--- src/rtl/out_argmax.sv ---
// out_argmax: collects skewed output-neuron results, scans them for the largest and holds the winner
module out_argmax #(
    parameter int N_OUT   = 10,
    parameter int DW      = 32,
    parameter int IW      = 4,
    parameter int TIMEOUT = 64
) (
    input  logic                clk,
    input  logic                reset,
    input  logic                clr,
    input  logic [N_OUT*DW-1:0] neu_out,
    input  logic [N_OUT-1:0]    neu_rdy,
    output logic [IW-1:0]       cls_idx,
    output logic [DW-1:0]       cls_val,
    output logic                cls_rdy,
    output logic                cls_err
);
    localparam int TW = $clog2(TIMEOUT + 1);
    typedef enum logic [1:0] {COLLECT, SCAN, DONE, ERR} state_t;
    state_t           state_q;
    logic [N_OUT-1:0] cap_q, cap_d;
    logic [DW-1:0]    val_q [N_OUT];
    logic [TW-1:0]    tmo_q;
    logic [IW-1:0]    cnt_q, best_idx_q, win_idx;
    logic [DW-1:0]    best_val_q, win_val;
    logic             bigger;
    // Capture mask after this edge and the running best including the slot under scan (strictly greater keeps the lowest index on ties)
    always_comb begin
        cap_d   = cap_q | neu_rdy;
        bigger  = val_q[cnt_q] > best_val_q;
        win_idx = bigger ? cnt_q : best_idx_q;
        win_val = bigger ? val_q[cnt_q] : best_val_q;
    end
    // Collect with timeout, sequential scan, then hold the result until clr restarts everything like reset
    always_ff @(posedge clk or negedge reset) begin
        if (!reset) begin
            state_q    <= COLLECT;
            cap_q      <= '0;
            tmo_q      <= '0;
            cnt_q      <= '0;
            best_idx_q <= '0;
            best_val_q <= '0;
            for (int i = 0; i < N_OUT; i++) val_q[i] <= '0;
            cls_idx    <= '0;
            cls_val    <= '0;
            cls_rdy    <= 1'b0;
            cls_err    <= 1'b0;
        end else if (clr) begin
            state_q    <= COLLECT;
            cap_q      <= '0;
            tmo_q      <= '0;
            cnt_q      <= '0;
            best_idx_q <= '0;
            best_val_q <= '0;
            for (int i = 0; i < N_OUT; i++) val_q[i] <= '0;
            cls_idx    <= '0;
            cls_val    <= '0;
            cls_rdy    <= 1'b0;
            cls_err    <= 1'b0;
        end else begin
            case (state_q)
                COLLECT: begin
                    if (&cap_q) begin
                        state_q    <= SCAN;
                        best_val_q <= val_q[0];
                        best_idx_q <= '0;
                        cnt_q      <= IW'(1);
                    end else begin
                        for (int i = 0; i < N_OUT; i++)
                            if (neu_rdy[i] && !cap_q[i]) val_q[i] <= neu_out[i*DW +: DW];
                        cap_q <= cap_d;
                        if (|cap_q) tmo_q <= tmo_q + 1'b1;
                        if (|cap_q && !(&cap_d) && tmo_q == TW'(TIMEOUT - 1)) begin
                            state_q <= ERR;
                            cls_err <= 1'b1;
                        end
                    end
                end
                SCAN: begin
                    best_idx_q <= win_idx;
                    best_val_q <= win_val;
                    cnt_q      <= (cnt_q == IW'(N_OUT - 1)) ? cnt_q : cnt_q + 1'b1;
                    if (cnt_q == IW'(N_OUT - 1)) begin
                        cls_idx <= win_idx;
                        cls_val <= win_val;
                        cls_rdy <= 1'b1;
                        state_q <= DONE;
                    end
                end
                default: ;
            endcase
        end
    end
endmodule

--- config.mk ---
export PLATFORM = sky130hd
export DESIGN_NAME = out_argmax
export DESIGN_NICKNAME = d
export VERILOG_FILES = /design/src/rtl/out_argmax.sv
export SDC_FILE = /design/constraint.sdc
export NUM_CORES = 1
export LEC_CHECK = 0
export BUFFER_PORTS_ARGS = -buffer_cell sky130_fd_sc_hd__buf_2
export CAP_MARGIN = 20
export CORE_MARGIN = 8
export CORE_UTILIZATION = 45
export CTS_BUF_LIST = sky130_fd_sc_hd__clkbuf_8
export DETAILED_ROUTE_END_ITERATION = 8
export GPL_ROUTABILITY_DRIVEN = 0
export PLACE_DENSITY_LB_ADDON = 0.25
export SYNTH_ARGS = -nofsm -noshare
export SYNTH_HDL_FRONTEND = slang
export SYNTH_SLANG_ARGS = --single-unit
--- constraint.sdc ---
create_clock -name clk -period 7.7 [get_ports clk]
set_input_delay 0.385 -clock clk [delete_from_list [all_inputs] [get_ports clk]]
set_output_delay 0.385 -clock clk [all_outputs]
set_load 0.02 [all_outputs]
## Word level (Yosys, flattened, before mapping)

Index checks and enable logic that the tools add are counted.

- Output and inout bits: 38
- Flip-flop bits (word level): 417
- Input bits: 333
- Word-level logic and storage cells: 147

- Bitwise gates (word level): 2
- Equal/unequal tests: 8
- Add/subtract/negate cells: 2
- Mux-type cells: 53
- Reductions and logical operators: 60
- Order comparisons: 2

Operators by type and width:

| kind | count |
|---|---|
| $mux W320 | 3 |
| $mux W32 | 18 |
| $bmux W32 S4 | 1 |
| $pmux W32 S2 | 1 |
| $reduce_and A3 Y1 | 14 |
| $mux W4 | 9 |
| $gt A32 B32 Y1 | 1 |
| $mux W10 | 3 |
| $reduce_bool A2 Y1 | 15 |
| $mux W7 | 4 |
| $reduce_and A10 Y1 | 2 |
| $pmux W4 S2 | 2 |
| $logic_and A1 B1 Y1 | 12 |
| $logic_not A1 Y1 | 11 |
| $or A10 B10 Y10 | 1 |
| $reduce_or A10 Y1 | 1 |
| $ne A3 B3 Y1 const B | 3 |
| $mux W2 | 4 |
| $add A7 B1 Y7 const B | 1 |
| $eq A7 B6 Y1 const B | 1 |
| $mux W1 | 7 |
| $reduce_and A2 Y1 | 3 |
| $ge A5 B5 Y1 const B | 1 |
| $not A4 Y5 | 1 |
| other kinds (8) | 8 |

## Depth between registers and ports, before layout

Gate-level depths: netlist of the first run.

- Word-level depth: 9
- Gate-level depth with buffers: 17
- Gate-level depth less buffers: 12

## Worst setup path before layout of the first run

OpenSTA, ideal clock, no wires.

- Kind: register -> register
- From: register cnt_q[0]
- To: register cls_val[0]
- Period minus slack after synthesis: 3.471 ns
- Cell stages (with the launch flop): 16
- Library setup time: 0.122 ns
- Arrival time: 3.350 ns
- Path slack: 4.229 ns
- Required time: 7.578 ns
- Path buffers: 4
- Cells stage by stage: dfrtp_1 -> buf_6 -> buf_6 -> buf_2 -> mux2_2 -> a22oi_1 -> a2bb2oi_2 -> inv_1 -> ha_1 -> nand4_2 -> nor4_2 -> and2_1 -> a31oi_1 -> buf_2 -> or3_1 -> a32o_1

- Word-level cells in the longest chain between the ends: 9
- Elaborated cells on any way between the ends: 12
- Classes of those cells: 1 x order compare; 1 x eq/ne; 7 x mux; 1 x bitwise; 2 x reduce/logical

RTL lines:

| what | RTL line | RTL |
|---|---|---|
| from (decl) | 24 | `logic [IW-1:0] cnt_q, best_idx_q, win_idx;` |
| from (signal assigned) | 82 | `cnt_q <= (cnt_q == IW'(N_OUT - 1)) ? cnt_q : cnt_q + 1'b1;` |
| $not A4 Y5 (implied by the code) | 30, 32 |  |
| $bmux W32 S4 | 30, 32 |  |
| $mux W32 (implied by the code) (2 in a row) | 30, 32 |  |
| $gt A32 B32 Y1 | 30 | `bigger = val_q[cnt_q] > best_val_q;` |
| $mux W32 | 32 | `win_val = bigger ? val_q[cnt_q] : best_val_q;` |
| $mux W32 | 83 | `if (cnt_q == IW'(N_OUT - 1)) begin` |
| $mux W32 | 61 | `case (state_q)` |
| $mux W32 | 48 | `end else if (clr) begin` |
| to (signal assigned) | 85 | `cls_val <= win_val;` |
| to (decl) | 14 | `output logic [DW-1:0] cls_val,` |

Parallel ways exist; a longest one is shown, timed or not. The select of a mux whose other input is x is not followed.
A chain may end at the register's enable or synchronous reset.

## Worst setup path in the final report of the first run

- From: register cnt_q[0]
- To: register cls_val[27]

Same word-level chain as after synthesis.

==> results.md, run 1 <==
* Max_slew headroom at 0.220
* YS warnings at 0
* Placed Instances at 2456
* CTS Buf Count at 75
* I/O pin cnt at 371
* Worst Hold Slack at 55.6 ps
* Core Box Area at 44000 µm²
* First DRT Iteration DRCs at 1611
* Worst-path clk slew at 60 ps
* Crit-path leading delay family: compound AO/OA/AOI/OAI gates
* Initial Util at 0.454
* Maximum VDD drop at 0.155 mV
* I/O Buffers at 370
* Clock Tree Root: clkbuf_8
* Yosys cell types at 63
* WP data required at 8230 ps
* CTS tree: yes
* Total negative slack at 0 ps
* TritonRoute pass-1 iters at 5
* Final count of pins violating max slew at 0
* Final Cycle Share at 0.733
* Final setup violating endpoints at 0
* Clock skew at 38.0 ps
* Crit path arrival time at 6170 ps
* Power Density at 215 nW/µm²
* Flops & latches, synth at 417
* Yosys top cell by area: dfrtp_1
* Leak pwr at 13.0 nW
* RSZ-0062 raised after global routing: false
* Global-route wire length before repair at 118000 µm
* Number of flops mapped to enable cells by yosys at 0
* Post-synth top area share at 0.522
* Filler cell count in the final layout at 3412
* Routed via count at 18000
* Post-route ant nets at 0
* Non-filler cells, final at 2925
* Number of vias per cell at 6.17
* GRT overflow at 0
* Most frequent cell after synthesis: dfrtp_1
* Setup CP Type: reg2reg
* Share of layout cells above drive strength 1 at 0.292
* Critical path startpoint category: flop
* Clock sinks at 417
* Initial antenna violation count at 10
* Drc violations at 0
* Die height at 227 µm
* Final hold vios at 0
* Final HPWL DP at 50000 µm
* Post-synthesis instance total at 1610
* Die ar. at 51400 µm²
* Post-CTS setup buffers at 0
* Met1 GRT Util at 0.346
* Top cells by count, synth: dfrtp_1 (417), a22o_1 (320), inv_1 (75), nor2_1 (73), clkbuf_1 (66)
* Clock Path Buffers at 3
* Status: complete, no violations
* Avg Synthesized Cell Area at 12.4 µm²
* Seq/Total Area, Yosys at 0.522
* CP max FO at 47
* Worst Path Buf+Inv at 3
* Drt wl/cell at 26.7 µm
* Largest net degree at the start of global routing at 185
* Most used cell, CP: buf_4
* CP max-delay cell: dfrtp_4
* Met2 Track Usage GR at 0.515
* Overall Power at 5.86 mW
* Htree depth at 3
* Grt met3 use at 0.0590
* Ranking of synthesized cells by area: dfrtp_1 (52%), a22o_1 (14%), mux4_2 (7.2%), ha_1 (2.2%), mux2_2 (1.7%)
* Layout Nets at 2634
* Min Clock Period, post-route at 5640 ps
* Final WL at 78100 µm
* Row count at 77
* Worst-Margin Slew at 1170 ps
* Area delta synth->final at 36.2%
* Vias in the first global route at 19500
* Fmax at 177 MHz
* Synth Net Count at 1978
* Crit path largest cell delay at 1050 ps
* Number of max-cap violations at 0
* Async SR Flop Fraction at 1.00
* Worst Hold Class: in2reg
* Die Wd at 227 µm
* Post-synthesis cell area at 20000 µm²
* Overall Global Routing Usage at 0.303
* Worst path cell trace: buf_4 -> mux4_2 -> a22oi_1 -> a2bb2oi_2 -> inv_1 -> ha_1 -> nand4_2 -> a2111oi_1 -> o31a_2 -> buf_4 -> o21ai_0 -> a32o_1
* Clk_lat worst skew at 660 ps
* GRT busiest layer: met2
* Synth Flop Type: dfrtp_1
* Crit end category: flop
layout make-up:
type	count	area (µm²)	share of cell area
Antenna cell	14	35.0	0.00129
Clock buffer	88	1210	0.0445
Clock inverter	42	317	0.0116
Inverter	75	282	0.0103
Multi-Input combinational cell	967	8770	0.322
Sequential cell	417	10400	0.384
Tap cell	592	741	0.0272
Timing Repair Buffer	730	5430	0.199
stage by stage:
step / instance area [µm²] / utilization / setup WS [ps]
CTS: 27100 / 0.616 / 2010
floorplan: 20000 / - / 4230
finish: 27200 / 0.618 / 2060
global placement: 22400 / 0.508 / 2250
detailed placement: 22400 / 0.508 / 2040
global route: 27200 / 0.618 / 1670
path summary, 6_finish.rpt:
path / from / to / slack, ps / depth (start not counted)
min in group asynchronous: reset / val_q[60] / 390 / 2
hold reg to reg: cls_rdy / cls_rdy / 480 / 1
setup reg to reg: cnt_q[0] / cls_val[27] / 2060 / 12
setup / recovery: cnt_q[0] / cls_val[27] / 2060 / 12
max in group asynchronous: reset / cls_val[17] / 5650 / 3
hold / removal: neu_rdy[2] / cap_q[2] / 60 / 3
kinds of logic (layout without fill, tap and decap cells):
logic type,count (synthesis),in the layout,synth area share
other,0,14,0
adders and majority gates,35,35,0.0219
DFF,417,417,0.522
and+or+nand+nor,217,217,0.0570
xor gates and xnor gates,7,7,0.00307
buffers and inverters,226,935,0.0517
AOI/OAI and AO/OA,611,611,0.254
muxes,97,97,0.0907
metal layers:
metal	vias to the layer above	part of all wire
met5	-	0
met1	9102	0.36
li1	7630	-
met4	0	0.069
met3	303	0.071
met2	1006	0.50
registers in the layout (all words and copies together), names as in the netlist, 2 cells and up:
| name | count |
|---|---|
| best_idx_q | 4 |
| best_val_q | 32 |
| cap_q | 10 |
| cls_idx | 4 |
| cls_val | 32 |
| cnt_q | 4 |
| state_q | 2 |
| tmo_q | 7 |
| val_q | 320 |
worst reg2reg max path: cells and delay by family, from the launching register on:
| family | cells | cell delay [ps] |
|---|---|---|
| DFF | 1 | 1050 |
| adders and majority gates | 1 | 310 |
| muxes | 1 | 580 |
| and+or+nand+nor | 1 | 180 |
| AOI/OAI and AO/OA | 6 | 2350 |
| buffers and inverters | 3 | 1080 |
timing repair:
item	CTS	global route
hold buffers	321	0
gates resized for setup	0	0
endpoints found under the hold margin	429	0
cells in the final DEF (no fill, tap or decap), types with 30 or more instances in the layout:
cell type and n:
dlygate4sd3_1 321, o211ai_1 36, clkbuf_8 88, ha_1 35, buf_2 369, a21oi_1 30
a32o_1 33, mux4_2 64, a22oi_1 46, buf_4 34, mux2_2 31, nand3_1 47
dfrtp_1 415, a22o_1 320, nor2_1 71, nand2_1 31, inv_1 103
power breakdown:
group | internal (mW) | leakage, nW | switching [mW] | total, mW
logic | 0.523 | 6.41 | 0.733 | 1.26
clock network | 1.21 | 0.882 | 0.967 | 2.17
registers | 2.32 | 5.69 | 0.118 | 2.43
total | 4.04 | 13.0 | 1.82 | 5.86
Note: power is estimated with default switching activity, not from simulation.
==> inputs of run 2 (changes only) <==
--- a/config.mk
+++ b/config.mk
@@ -5,6 +5,7 @@
 export SDC_FILE = /design/constraint.sdc
 export NUM_CORES = 1
 export LEC_CHECK = 0
+export ABC_AREA = 1
 export BUFFER_PORTS_ARGS = -buffer_cell sky130_fd_sc_hd__buf_2
 export CAP_MARGIN = 20
 export CORE_MARGIN = 8
==> constraint.sdc (replaced) <==
create_clock -name clk -period 5.6 [get_ports clk]
set_input_delay 0.28 -clock clk [delete_from_list [all_inputs] [get_ports clk]]
set_output_delay 0.28 -clock clk [all_outputs]
set_load 0.02 [all_outputs]
==> results.md, run 2 <==
* Fmax at 202 MHz (+14%)
* Most common cell after layout, fill and taps aside: nand3_1
* Vias in the first global route at 22100 (+13%)
* Multi-input logic area at 8550 µm² (-2.5%)
* WP data required at 6130 ps (-2100 ps)
* Worst-path clk slew at 60 ps (about the same)
* Max reg flops at 320 (unchanged)
* Critical path startpoint category: flop
* Largest net degree at the start of global routing at 229 (+24%)
* Overall Global Routing Usage at 0.308 (+0.00533)
* Maximum VDD drop at 0.465 mV (+200%)
* Die Wd at 233 µm (+2.9%)
* Crit-path leading delay family: simple AND/OR/NAND/NOR gates
* Seq/Total Area, Yosys at 0.491 (-0.0307)
* Share of layout cells above drive strength 1 at 0.163 (-0.129)
* Post-route ant nets at 0 (unchanged)
* Number of flops mapped to enable cells by yosys at 0 (unchanged)
* Final setup violating endpoints at 0 (unchanged)
* First DRT Iteration DRCs at 2976 (+85%)
* Yosys top cell by area: dfrtp_1
* Filler cell count in the final layout at 3915 (+15%)
* Clock Tree Root: clkbuf_8
* Synth Flop Type: dfrtp_1
* Top Layer Used: met4
* Met3 WL post-DR at 8090 µm (+46%)
* Crit. Startpoint: cnt_q[0]
* I/O Buffers at 370 (unchanged)
* Die ar. at 54400 µm² (+5.8%)
* Core Box Area at 46600 µm² (+5.7%)
* Number of max-cap violations at 0 (unchanged)
* Yosys cell types at 39 (-38%)
* Area delta synth->final at 32.8%
* Worst Hold Slack at 106 ps (+50.3 ps)
* Htree depth at 3 (unchanged)
* Clock Path Buffers at 3 (unchanged)
* Total negative slack at 0 ps (unchanged)
* Most frequent cells in the layout: nand3_1 (503), nand2_1 (415), dfrtp_1 (415)
* Worst Path Buf+Inv at 3 (unchanged)
* Final hold vios at 0 (unchanged)
* CTS tree: yes
* YS warnings at 0 (unchanged)
* Final HPWL DP at 56800 µm (+13%)
* Post-place setup slack at 812 ps (-1220 ps)
* Worst path cell trace: inv_2 -> buf_4 -> a21oi_1 -> o21ai_0 -> nand3_1 -> nand3_1 -> nand2_1 -> ha_1 -> nand2_1 -> nor2_1 -> nand4_1 -> nor2b_1 -> nand2_1 -> nand2_1 -> buf_4 -> nand2_2 -> o21ai_0 -> nand2_1 -> nand2_1 -> nand2_1
* Routed via count at 22400 (+24%)
* Leak pwr at 13.6 nW (+4.9%)
* Post-CTS setup buffers at 0 (unchanged)
* Final count of pins violating max slew at 0 (unchanged)
* Met1 Wirelength at 34400 µm (+24%)
* Avg Synthesized Cell Area at 7.85 µm² (-37%)
* Flops & latches, synth at 417 (unchanged)
* Ranking of synthesized cells by area: dfrtp_1 (49%), nand3_1 (12%), o21ai_0 (9.2%), nand2_1 (7.3%), inv_1 (6.5%)
* Crit end category: flop
* Crit path largest cell delay at 680 ps (-370 ps)
* GRT overflow at 0 (unchanged)
* Setup CP Type: reg2reg
* Row count at 79 (+2.6%)
* Layout Nets at 3684 (+40%)
* Register bank with the most flops: val_q
* Final Cycle Share at 0.886 (+0.153)
* Min Clock Period, post-route at 4960 ps (-684 ps)
* CTS Buf Count at 74 (-1.3%)
* Crit path arrival time at 5490 ps (-680 ps)
* Global-route wire length before repair at 130000 µm (+9.8%)
* Number of vias per cell at 5.62 (-8.9%)
* Async SR Flop Fraction at 1.00 (unchanged)
* Post-synthesis instance total at 2705 (+68%)
* Clk_lat worst skew at 660 ps (about the same)
* Power Density at 442 nW/µm² (+110%)
* Most used cell, CP: nand2_1
* Post-synthesis cell area at 21200 µm² (+6.3%)
* Post-synth top area share at 0.491 (-0.0307)
* TritonRoute pass-1 iters at 5 (unchanged)
* Reg-to-Reg Start: cnt_q[0]
* Drc violations at 0 (unchanged)
* RSZ-0062 raised after global routing: false
* Worst Hold Class: in2reg
* Drt wl/cell at 21.5 µm (-20%)
* Clock sinks at 417 (unchanged)
* CP max FO at 61 (+30%)
* Met2 wire len at 38400 µm (-2.6%)
* Max_slew headroom at 0.326 (+0.106)
* Final WL at 85600 µm (+9.6%)
* I/O pin cnt at 371 (unchanged)
* Clock skew at 44.4 ps (+6.33 ps)
* Top cells by count, synth: nand3_1 (503), dfrtp_1 (417), nand2_1 (415), o21ai_0 (391), inv_1 (367)
* Worst-Margin Slew at 1010 ps (-158 ps)
* CP max-delay cell: inv_2
* Biggest registers after layout: val_q: 320 flops, best_val_q: 32 flops, cls_val: 32 flops
* Initial Util at 0.456 (+0.00221)
* Die height at 233 µm (+2.9%)
* Most frequent cell after synthesis: nand3_1
* Final WS setup at 641 ps (-1420 ps)
* Area occupied by registers at 10400 µm² (about the same)
* Initial antenna violation count at 11 (+1)
* Status: complete, no violations
* Hold Startpoint: clr
* Synth Net Count at 3073 (+55%)
[run 2: changes by cell type after synthesis, sizes merged, moves of 18 or more]
cell	change
nand3	+459
o211ai	-20
a22oi	-46
nand2	+392
a32o	-33
mux4	-64
inv	+300
o21ai	+457
mux2	-32
a22o	-320
a21oi	+123
buf	+29
nor2	-46
nand4	-18
[run 2: per-stage QoR]
step	power (mW)	std cells	area, µm²	util
6_report	12.5	3985	28200	0.606
5_1_grt	13.3	3984	28200	0.606
4_1_cts	12.3	3971	28100	0.604
3_5_place_dp	9.22	3513	23300	0.501
3_3_place_gp	9.10	3512	23300	0.500
2_1_floorplan	7.57	2705	21200	-
[run 2: cell families after synthesis]
family                   Yosys count  synth area share
AND/OR/NAND/NOR                  976             0.208
AO/OA/AOI/OAI                    699             0.170
buffers and inverters            574             0.109
flip-flops                       417             0.491
adder cells (fa/ha/maj)           35            0.0206
XOR/XNOR                           4           0.00165
[run 2: layout make-up]
| class | count | area share |
|---|---|---|
| Clock inverter | 30 | 0.00643 |
| Multi-Input combinational cell | 1714 | 0.303 |
| Tap cell | 607 | 0.0269 |
| Inverter | 377 | 0.0505 |
| Timing Repair Buffer | 732 | 0.195 |
| Sequential cell | 417 | 0.370 |
| Clock buffer | 96 | 0.0469 |
| Antenna cell | 12 | 0.00107 |
[run 2: final timing paths]
kind / slack (ps) / to / cells past startpoint
min in group asynchronous: 200 / val_q[74] / 2
max in group asynchronous: 3900 / cls_val[0] / 3
hold / removal: 110 / tmo_q[0] / 2
setup reg to reg: 640 / best_val_q[15] / 20
setup / recovery: 640 / best_val_q[15] / 20
hold reg to reg: 480 / cls_val[1] / 2
[run 2: layer usage]
metal	vias to the layer above	global-route usage
met5	-	0
met4	0	0.161
met3	268	0.0633
met2	1324	0.478
met1	10600	0.404
li1	10200	-
[run 2: power by group]
part	switching, mW	internal (mW)
Combinational	3.89	1.79
Clock	1.32	1.62
Sequential	0.303	3.56
[run 2: timing repair]
action,in CTS,in global routing
hold endpoints to repair,403,0
hold buffers,332,0
gates resized for setup,0,0
